File: src/rtl/peach_lsu_if.sv
// Core-side request/response and memory-side bus of the peach load/store unit.
// slave = LSU view, master = the environment (core plus memory) driving it.
interface peach_lsu_if;
    logic        req_valid;
    logic        req_ready;
    logic        req_we;
    logic [2:0]  req_funct3;
    logic [31:0] req_addr;
    logic [31:0] req_wdata;
    logic        resp_valid;
    logic [31:0] resp_rdata;
    logic        resp_err;
    logic        mem_req;
    logic        mem_we;
    logic [31:0] mem_addr;
    logic [3:0]  mem_be;
    logic [31:0] mem_wdata;
    logic        mem_ack;
    logic [31:0] mem_rdata;

    modport master (
        output req_valid, req_we, req_funct3, req_addr, req_wdata, mem_ack, mem_rdata,
        input  req_ready, resp_valid, resp_rdata, resp_err,
        input  mem_req, mem_we, mem_addr, mem_be, mem_wdata
    );

    modport slave (
        input  req_valid, req_we, req_funct3, req_addr, req_wdata, mem_ack, mem_rdata,
        output req_ready, resp_valid, resp_rdata, resp_err,
        output mem_req, mem_we, mem_addr, mem_be, mem_wdata
    );
endinterface

File: src/rtl/peach_lsu.sv
// RV32I load/store unit: one outstanding access, word-addressed memory bus with
// byte enables, load extraction/extension and a bounded wait for mem_ack.
module peach_lsu #(
    parameter int unsigned MEM_TIMEOUT = 255
) (
    input  logic      clk,
    input  logic      reset,
    peach_lsu_if.slave bus
);
    localparam int unsigned CW = $clog2(MEM_TIMEOUT + 1);

    typedef enum logic [1:0] {IDLE, ACCESS, RESP} state_t;

    state_t        state, state_nxt;
    logic [CW-1:0] tmo_cnt;
    logic [2:0]    funct3_q;
    logic [1:0]    lane_q;
    logic          we_q;
    logic          illegal;
    logic          tmo_hit;
    logic [3:0]    be_nxt;
    logic [31:0]   wdata_nxt;

    function automatic logic [31:0] load_extract(input logic [2:0]  f3,
                                                 input logic [1:0]  lane,
                                                 input logic [31:0] w);
        logic [7:0]  b;
        logic [15:0] h;
        b = w[{lane, 3'b000} +: 8];
        h = lane[1] ? w[31:16] : w[15:0];
        case (f3)
            3'd0:    return {{24{b[7]}}, b};
            3'd1:    return {{16{h[15]}}, h};
            3'd4:    return {24'd0, b};
            3'd5:    return {16'd0, h};
            default: return w;
        endcase
    endfunction

    always_comb begin
        illegal = 1'b0;
        if (bus.req_we ? (bus.req_funct3 >= 3'd3)
                       : (bus.req_funct3 == 3'd3 || bus.req_funct3 == 3'd6 || bus.req_funct3 == 3'd7))
            illegal = 1'b1;
        else if (bus.req_funct3[1:0] == 2'd1 && bus.req_addr[0])
            illegal = 1'b1;
        else if (bus.req_funct3[1:0] == 2'd2 && bus.req_addr[1:0] != 2'd0)
            illegal = 1'b1;
    end

    // Store data is replicated across lanes so memory can take any enabled byte as-is.
    always_comb begin
        be_nxt    = 4'b1111;
        wdata_nxt = '0;
        if (bus.req_we) begin
            case (bus.req_funct3[1:0])
                2'd0: begin
                    be_nxt    = 4'b0001 << bus.req_addr[1:0];
                    wdata_nxt = {4{bus.req_wdata[7:0]}};
                end
                2'd1: begin
                    be_nxt    = bus.req_addr[1] ? 4'b1100 : 4'b0011;
                    wdata_nxt = {2{bus.req_wdata[15:0]}};
                end
                default: wdata_nxt = bus.req_wdata;
            endcase
        end
    end

    assign tmo_hit = (tmo_cnt == CW'(MEM_TIMEOUT - 1));

    always_comb begin
        state_nxt      = state;
        bus.req_ready  = 1'b0;
        bus.mem_req    = 1'b0;
        bus.resp_valid = 1'b0;
        case (state)
            IDLE: begin
                bus.req_ready = 1'b1;
                if (bus.req_valid)
                    state_nxt = illegal ? RESP : ACCESS;
            end
            ACCESS: begin
                bus.mem_req = 1'b1;
                if (bus.mem_ack || tmo_hit)
                    state_nxt = RESP;
            end
            RESP: begin
                bus.resp_valid = 1'b1;
                state_nxt      = IDLE;
            end
            default: state_nxt = IDLE;
        endcase
    end

    always_ff @(posedge clk or negedge reset) begin
        if (!reset) begin
            state          <= IDLE;
            tmo_cnt        <= '0;
            funct3_q       <= '0;
            lane_q         <= '0;
            we_q           <= 1'b0;
            bus.mem_addr   <= '0;
            bus.mem_we     <= 1'b0;
            bus.mem_be     <= '0;
            bus.mem_wdata  <= '0;
            bus.resp_rdata <= '0;
            bus.resp_err   <= 1'b0;
        end else begin
            state <= state_nxt;

            if (state == IDLE && bus.req_valid) begin
                funct3_q <= bus.req_funct3;
                lane_q   <= bus.req_addr[1:0];
                we_q     <= bus.req_we;
                if (!illegal) begin
                    bus.mem_addr  <= {bus.req_addr[31:2], 2'b00};
                    bus.mem_we    <= bus.req_we;
                    bus.mem_be    <= be_nxt;
                    bus.mem_wdata <= wdata_nxt;
                end
            end

            if (state != ACCESS)
                tmo_cnt <= '0;
            else if (!bus.mem_ack)
                tmo_cnt <= tmo_cnt + 1'b1;

            // Response fields are only non-zero during the single RESP cycle.
            bus.resp_rdata <= '0;
            bus.resp_err   <= 1'b0;
            if (state == IDLE && bus.req_valid && illegal)
                bus.resp_err <= 1'b1;
            if (state == ACCESS) begin
                if (bus.mem_ack) begin
                    if (!we_q)
                        bus.resp_rdata <= load_extract(funct3_q, lane_q, bus.mem_rdata);
                end else if (tmo_hit) begin
                    bus.resp_err <= 1'b1;
                end
            end
        end
    end
endmodule

File: src/flat_wrapper.sv
// flat-port wrapper written by rule: the top's interface ports become plain ports
module peach_lsu_flat 
#(
    parameter int unsigned MEM_TIMEOUT = 255
)
  (clk, reset, bus_req_valid, bus_req_we, bus_req_funct3, bus_req_addr, bus_req_wdata, bus_mem_ack, bus_mem_rdata, bus_req_ready, bus_resp_valid, bus_resp_rdata, bus_resp_err, bus_mem_req, bus_mem_we, bus_mem_addr, bus_mem_be, bus_mem_wdata);
  peach_lsu_if bus_i ();
  input  logic clk;
  input  logic reset;
  input wire logic [$bits(bus_i.req_valid)-1:0] bus_req_valid;
  input wire logic [$bits(bus_i.req_we)-1:0] bus_req_we;
  input wire logic [$bits(bus_i.req_funct3)-1:0] bus_req_funct3;
  input wire logic [$bits(bus_i.req_addr)-1:0] bus_req_addr;
  input wire logic [$bits(bus_i.req_wdata)-1:0] bus_req_wdata;
  input wire logic [$bits(bus_i.mem_ack)-1:0] bus_mem_ack;
  input wire logic [$bits(bus_i.mem_rdata)-1:0] bus_mem_rdata;
  output wire logic [$bits(bus_i.req_ready)-1:0] bus_req_ready;
  output wire logic [$bits(bus_i.resp_valid)-1:0] bus_resp_valid;
  output wire logic [$bits(bus_i.resp_rdata)-1:0] bus_resp_rdata;
  output wire logic [$bits(bus_i.resp_err)-1:0] bus_resp_err;
  output wire logic [$bits(bus_i.mem_req)-1:0] bus_mem_req;
  output wire logic [$bits(bus_i.mem_we)-1:0] bus_mem_we;
  output wire logic [$bits(bus_i.mem_addr)-1:0] bus_mem_addr;
  output wire logic [$bits(bus_i.mem_be)-1:0] bus_mem_be;
  output wire logic [$bits(bus_i.mem_wdata)-1:0] bus_mem_wdata;
  assign bus_i.req_valid = bus_req_valid;
  assign bus_i.req_we = bus_req_we;
  assign bus_i.req_funct3 = bus_req_funct3;
  assign bus_i.req_addr = bus_req_addr;
  assign bus_i.req_wdata = bus_req_wdata;
  assign bus_i.mem_ack = bus_mem_ack;
  assign bus_i.mem_rdata = bus_mem_rdata;
  assign bus_req_ready = bus_i.req_ready;
  assign bus_resp_valid = bus_i.resp_valid;
  assign bus_resp_rdata = bus_i.resp_rdata;
  assign bus_resp_err = bus_i.resp_err;
  assign bus_mem_req = bus_i.mem_req;
  assign bus_mem_we = bus_i.mem_we;
  assign bus_mem_addr = bus_i.mem_addr;
  assign bus_mem_be = bus_i.mem_be;
  assign bus_mem_wdata = bus_i.mem_wdata;
  peach_lsu #(.MEM_TIMEOUT(MEM_TIMEOUT)) u_core (.clk(clk), .reset(reset), .bus(bus_i));
endmodule
File: config.mk
export PLATFORM = sky130hd
export DESIGN_NAME = peach_lsu_flat
export DESIGN_NICKNAME = d
export VERILOG_FILES = /design/src/rtl/peach_lsu_if.sv /design/src/rtl/peach_lsu.sv /design/src/flat_wrapper.sv
export SDC_FILE = /design/constraint.sdc
export NUM_CORES = 1
export LEC_CHECK = 0
export CORE_UTILIZATION = 45
export CTS_CLUSTER_DIAMETER = 60
export DETAILED_ROUTE_END_ITERATION = 7
export DONT_BUFFER_PORTS = 1
export SETUP_SLACK_MARGIN = 0.2
export SLEW_MARGIN = 20
export SYNTH_ARGS = -nofsm -noshare
export SYNTH_HDL_FRONTEND = slang
export SYNTH_SLANG_ARGS = --single-unit
File: constraint.sdc
create_clock -name clk -period 1.7 [get_ports clk]
set_input_delay 0.255 -clock clk [delete_from_list [all_inputs] [get_ports clk]]
set_output_delay 0.255 -clock clk [all_outputs]
set_load 0.01 [all_outputs]
==> flow_summary.json, run 1 <==
{
  "outcome": "complete, but fails checks",
  "failing_checks": "negative hold slack",
  "drive_above_1_share": 0.326,
  "layout_worst_path_cycle_share": 0.980,
  "synth.top_cells.by_count": "sky130_fd_sc_hd__dfrtp_1, sky130_fd_sc_hd__mux2_2, sky130_fd_sc_hd__clkbuf_1",
  "cts.reportedPaths.clkPinSlew_ns": 0.06,
  "final-max-slew-violation-count": 0,
  "drtIter0Drc": 222,
  "fin_hold_ws_ns": -0.464,
  "cts_inserted_buffers": 17,
  "worstRegToRegCells": 5,
  "critical-path-max-stage-delay_ns": 0.39,
  "syn-mean-instance-area_um2": 11.7,
  "yosys_register_bits": 116,
  "critPathLaunchType": "flop",
  "route.final.wire_length_um": 15700,
  "slew_headroom": 0.458,
  "fin_area_mm2": 0.00774,
  "clock.fmax_mhz": 600,
  "min_setup_slack_post_route_ns": 0.0337,
  "routed_via_density": 5.69,
  "clk-insertion-delay-late_ns": 0.41,
  "reg2reg_slack_ns": 0.03,
  "number_of_global_route_vias_before_repair": 4226,
  "areaGrowthSynthToFinish_pct": 37.7,
  "input_output_buffers": 0,
  "power_leakage_nw": 3.27,
  "antennaDiodeCount": 0,
  "yosysMostFrequentCell": "sky130_fd_sc_hd__dfrtp_1",
  "worstSetupEndpoint": "u_core.bus.mem_addr[4]",
  "dp_worst_slack_ns": -0.0745,
  "endpoint_kind": "flop",
  "clk_path_buf_depth": 2,
  "crit_chain": "nor3b_2 -> a21boi_4 -> buf_6 -> buf_12 -> mux2_2",
  "antenna_violations_before_repair": 0,
  "synth_largest_type_area_fraction": 0.516,
  "synth-edff-count": 0,
  "reg2reg_from": "u_core.state[1]",
  "track_usage": 0.227,
  "gpl.final_weighted_congestion": 0.800,
  "critical_path_required_ns": 1.98,
  "syn_area_mm2": 0.00562,
  "final-setup-viol-count": 0,
  "slowest_library_cell_on_the_worst_path": "sky130_fd_sc_hd__dfrtp_1",
  "drv_cap": 0,
  "tightestPinTransition_ns": 0.813,
  "finalClockSkew_ns": 0.0169,
  "die_area_mm2": 0.0129,
  "synth_top_cell_by_area": "sky130_fd_sc_hd__dfrtp_1",
  "hold_violation_count_in_the_final_report": 116,
  "ys.warnings.count": 0,
  "netlist-cell-type-count": 47,
  "layout.nets": 658,
  "place.detailed.hpwl_um": 9190,
  "netlist_top_cells_area": "sky130_fd_sc_hd__dfrtp_1, sky130_fd_sc_hd__mux2_2, sky130_fd_sc_hd__mux2i_1",
  "core_region_mm2": 0.0121,
  "wire_per_inst_um": 21.4,
  "peakVddDrop_uv": 650,
  "total_power_mw": 10.5,
  "hold_path.class": "primary input to asynchronous set/reset pin",
  "cts_tree": "done",
  "grt_remaining_overflow": 0,
  "detailroute.via_count": 4170,
  "fp.dieH_um": 114,
  "placed_cells": 627,
  "p_per_area_mw_per_mm2": 1360,
  "sinks_on_the_clock_net": 116,
  "arrival_ns": 1.95,
  "synth_async_sr_flop_share": 1.00,
  "ant_nets": 0,
  "grt_first_pass_wirelength_um": 22300,
  "firstDrtPassIters": 4,
  "postSynth.topFlopCell": "sky130_fd_sc_hd__dfrtp_1",
  "fin_crit_ns": 1.67,
  "regToRegEndpoint": "u_core.bus.mem_addr[4]",
  "drc_errors": 0,
  "chipWidth_um": 114,
  "critPathKind": "flop to flop",
  "final.setup.tns_ns": 0,
  "crit_start": "u_core.state[1]",
  "postSynthCellCount": 482,
  "post_layout_nonfiller_instances": 733,
  "floorplan.initialDensity": 0.464,
  "finish.utilization": 0.639,
  "grt_max_degree": 117,
  "cts-htree-levels": 4,
  "postPlaceCellArea_mm2": 0.00583,
  "crit_fanout": 9,
  "share_of_synthesized_area_occupied_by_flip_flops_and_latches": 0.516,
  "top_level_ports": 209,
  "std_cell_rows": 40,
  "clockRootBuffer": "sky130_fd_sc_hd__clkbuf_16",
  "unrepaired_setup_endpoints_after_global_routing": "true"
}
## worst max-delay path, delay by kind of cell (launching register included)
| family | cells | cell delay [ns] |
|---|---|---|
| AO/OA/AOI/OAI | 1 | 0.29 |
| AND/OR/NAND/NOR | 1 | 0.23 |
| buffers and inverters | 2 | 0.29 |
| multiplexers | 1 | 0.34 |
| flip-flops | 1 | 0.39 |
## cells by family after synthesis
kind of cell / after synthesis / synth area share
buf+inv: 63 / 0.0516
xor+xnor: 4 / 0.00623
simple gates: 103 / 0.101
flops: 116 / 0.516
other cells: 1 / 0.000667
mux: 97 / 0.202
compound gates: 96 / 0.117
fa+ha+maj: 2 / 0.00445
## power breakdown
group | switching [mW] | internal (mW)
Sequential | 0.864 | 3.46
Clock | 1.34 | 2.18
Combinational | 1.16 | 1.50
## layer usage
metal | part of all wire | vias to the layer above | track usage | routed length (um)
li1 | - | 1868 | - | -
met1 | 0.39 | 2068 | 0.262 | 6150
met2 | 0.50 | 209 | 0.383 | 7850
met3 | 0.086 | 25 | 0.0909 | 1340
met4 | 0.021 | 0 | 0.0788 | 324
met5 | 0 | - | 0 | 0
## placed cells by master (no fill, tap or decap), drive strengths merged, types with 9 or more instances in the layout
master / instances
mux2i: 26
nand3: 19
dlygate4sd3: 53
a21oi: 13
mux2: 64
inv: 26
nand2b: 11
nor2: 25
o21ai: 25
buf: 32
o31ai: 17
o211ai: 9
dfrtp: 116
nand2: 14
clkbuf: 23
## how the worst min path moves through the flow
stage,end,slack (ns),depth (start not counted)
after floorplan,u_core.bus.mem_addr[10],-0.04,0
after global placement,u_core.bus.resp_rdata[22],-0.04,0
after detailed placement,u_core.bus.resp_rdata[23],-0.04,0
after CTS,u_core.bus.resp_rdata[6],-0.47,0
after global routing,u_core.bus.resp_rdata[6],-0.48,0
final,u_core.bus.resp_rdata[5],-0.46,0
## what timing repair did
action                                  CTS  global route
resized for setup                        15            84
endpoints found under the setup margin   97           101
hold buffers                             52             1
pin swaps                                 7            26
hold endpoints to repair                170           117
buffers inserted                          7             5
gates cloned                              3             6
## state kept, by name, summed over array words and instances, names as in the netlist, 2 cells and up
| register | flops |
|---|---|
| u_core.lane_q | 2 |
| u_core.bus.mem_be | 4 |
| u_core.bus.resp_rdata | 32 |
| u_core.funct3_q | 3 |
| u_core.bus.mem_addr | 30 |
| u_core.state | 2 |
| u_core.bus.mem_wdata | 32 |
| u_core.tmo_cnt | 8 |
## area by class of cell
type,count,area [um2]
Sequential cell,116,2900
Clock buffer,18,429
Inverter,23,86.3
Timing Repair Buffer,90,1090
Multi-Input combinational cell,304,2870
Fill cell,931,4370
Tap cell,168,210
Clock inverter,14,154
Power figures use the tool's default switching activity.
==> run 2, diff against run 1 <==
--- a/config.mk
+++ b/config.mk
@@ -5,10 +5,15 @@
 export SDC_FILE = /design/constraint.sdc
 export NUM_CORES = 1
 export LEC_CHECK = 0
-export CORE_UTILIZATION = 45
+export ABC_CLOCK_PERIOD_IN_PS = 1700
+export CELL_PAD_IN_SITES_DETAIL_PLACEMENT = 0
+export CELL_PAD_IN_SITES_GLOBAL_PLACEMENT = 1
+export CORE_UTILIZATION = 44
 export CTS_CLUSTER_DIAMETER = 60
 export DETAILED_ROUTE_END_ITERATION = 7
 export DONT_BUFFER_PORTS = 1
+export HOLD_SLACK_MARGIN = 0.12
+export PLACE_DENSITY_LB_ADDON = 0.1
 export SETUP_SLACK_MARGIN = 0.2
 export SLEW_MARGIN = 20
 export SYNTH_ARGS = -nofsm -noshare
==> run 2 against run 1 <==
The run ends with negative hold slack, negative setup slack left. Wire length grew 10%. Sequential power is essentially flat. Clock skew shrank 0.0045 ns. Maximum frequency shrank 4.1%. Largest cell class is now multi-input gates. Largest power group unchanged.
==> flow_summary.json, run 2 (synthesis gave the netlist of run 1 again) <==
{
  "clock.fmax_mhz": 576,
  "number_of_global_route_vias_before_repair": 4268,
  "std_cell_rows": 40,
  "crit_chain": "nor3b_2 -> a21boi_4 -> buf_6 -> buf_16 -> mux2_2",
  "power_switching_mw": 3.49,
  "critical_path_required_ns": 2.00,
  "netSwitchingFraction": 0.321,
  "comb_power_share": 0.270,
  "mostFrequentLayoutCells": "sky130_fd_sc_hd__dfrtp_1, sky130_fd_sc_hd__dlygate4sd3_1, sky130_fd_sc_hd__mux2_4",
  "postPlaceCellArea_mm2": 0.00587,
  "input_output_buffers": 0,
  "cts_inserted_buffers": 17,
  "endpoint_kind": "flop",
  "ant_nets": 0,
  "top_level_ports": 209,
  "unrepaired_setup_endpoints_after_global_routing": "true",
  "slew_headroom": 0.446,
  "total_power_mw": 10.9,
  "min_setup_slack_post_route_ns": -0.0367,
  "final-max-slew-violation-count": 0,
  "cts_tree": "done",
  "crit_fanout": 9,
  "reg2reg_from": "u_core.state[0]",
  "slowest_library_cell_on_the_worst_path": "sky130_fd_sc_hd__dfrtp_1",
  "clk-insertion-delay-late_ns": 0.43,
  "failing_checks": "negative hold slack, negative setup slack",
  "chipWidth_um": 115,
  "core_region_mm2": 0.0122,
  "finish.utilization": 0.685,
  "p_seq_frac": 0.398,
  "arrival_ns": 2.04,
  "regToRegEndpoint": "u_core.bus.mem_addr[22]",
  "placed_cells": 629,
  "detailroute.via_count": 4345,
  "fin_area_mm2": 0.00836,
  "layout.cells.most_common": "sky130_fd_sc_hd__dfrtp_1",
  "fp.dieH_um": 115,
  "cts-htree-levels": 4,
  "firstDrtPassIters": 4,
  "drv_cap": 0,
  "final-setup-viol-count": 8,
  "layout_worst_path_cycle_share": 1.02,
  "peakVddDrop_uv": 755,
  "fin_hold_ws_ns": -0.473,
  "finalClockSkew_ns": 0.0124,
  "route.final.wire_length_um": 17300,
  "gpl.final_weighted_congestion": 0.757,
  "post_layout_nonfiller_instances": 779,
  "p_per_area_mw_per_mm2": 1300,
  "drtIter0Drc": 229,
  "grt_remaining_overflow": 0,
  "sinks_on_the_clock_net": 116,
  "wire_per_inst_um": 22.2,
  "power_leakage_nw": 3.53,
  "cts.reportedPaths.clkPinSlew_ns": 0.06,
  "cts_hold_repair.buffers": 84,
  "clk_path_buf_depth": 2,
  "floorplan.initialDensity": 0.460,
  "worstRegToRegCells": 5,
  "fin_crit_ns": 1.74,
  "critical-path-max-stage-delay_ns": 0.39,
  "grt_first_pass_wirelength_um": 23900,
  "p_int_mw": 7.39,
  "outcome": "complete, but fails checks",
  "hold_violation_count_in_the_final_report": 119,
  "track_usage": 0.243,
  "reg.largest.list": "u_core.bus.mem_wdata: 32 flops, u_core.bus.resp_rdata: 32 flops, u_core.bus.mem_addr: 30 flops",
  "worst_path_dominant_cell_family": "flip-flops",
  "areaGrowthSynthToFinish_pct": 48.8,
  "antennaDiodeCount": 0,
  "routed_via_density": 5.58,
  "drc_errors": 0,
  "place.detailed.hpwl_um": 9490,
  "grt_max_degree": 117,
  "die_area_mm2": 0.0132,
  "hold_path.class": "primary input to asynchronous set/reset pin",
  "critPathKind": "flop to flop",
  "reg2reg_slack_ns": -0.04,
  "clkPwrFrac": 0.332,
  "tightestPinTransition_ns": 0.828,
  "critPathLaunchType": "flop",
  "drive_above_1_share": 0.352,
  "cp_num_buf_inv": 2,
  "clockRootBuffer": "sky130_fd_sc_hd__clkbuf_16",
  "layout.nets": 704,
  "antenna_violations_before_repair": 0
}
run 2: worst max path at each step:
stage | slack (ns) | from | to | depth (start not counted)
floorplan | -0.02 | bus_req_addr[1] | u_core.bus.mem_be[0] | 5
global placement | -0.03 | bus_req_addr[1] | u_core.bus.mem_addr[23] | 4
detailed placement | -0.10 | bus_req_addr[1] | u_core.bus.mem_wdata[2] | 5
CTS | 0.04 | u_core.state[1] | u_core.bus.mem_wdata[2] | 6
global route | -0.08 | u_core.state[1] | u_core.bus.mem_addr[22] | 5
finish | -0.04 | u_core.state[0] | u_core.bus.mem_addr[22] | 5
run 2: worst register-to-register path, stage by stage (launching register included):
cell	delay, ns
sky130_fd_sc_hd__dfrtp_1	0.39
sky130_fd_sc_hd__nor3b_2	0.26
sky130_fd_sc_hd__a21boi_4	0.30
sky130_fd_sc_hd__buf_6	0.16
sky130_fd_sc_hd__buf_16	0.15
sky130_fd_sc_hd__mux2_2	0.36
run 2: per-layer routing:
| metal | up-vias | track usage | wire, um |
|---|---|---|---|
| li1 | 1957 | - | - |
| met1 | 2188 | 0.298 | 7230 |
| met2 | 165 | 0.391 | 8410 |
| met3 | 35 | 0.0796 | 1260 |
| met4 | 0 | 0.112 | 402 |
| met5 | - | 0 | 0 |
run 2: what timing repair did:
item	in CTS	in global routing
hold endpoints to repair	213	127
endpoints found under the setup margin	100	105
setup buffers	9	14
resized for setup	13	122
pin swaps	8	29
gates cloned	2	9
run 2: cell type report:
cell class | instances | area (um2)
Tap cell | 168 | 210
Clock inverter | 13 | 160
Clock buffer | 19 | 433
Timing Repair Buffer | 136 | 1580
Fill cell | 905 | 3850
Inverter | 23 | 90.1
Sequential cell | 116 | 2900
Multi-Input combinational cell | 304 | 2990
run 2: per-stage QoR:
stage	hold WS [ns]	setup slack, ns	TNS [ns]
CTS	-0.483	0.0393	0
global placement	-0.0372	-0.0343	-1.54
floorplan	-0.0406	-0.0201	-0.0604
finish	-0.473	-0.0367	-0.103
global route	-0.489	-0.0791	-1.93
detailed placement	-0.0370	-0.100	-2.68
run 2: power groups by stage:
stage	registers [mW]	logic [mW]	clock network [mW]
after floorplan	4.14	1.49	0
after detailed placement	4.34	1.77	0
after CTS	4.30	2.03	3.65
after global placement	4.33	1.72	0
after global routing	4.42	3.13	3.78
final	4.34	2.94	3.61
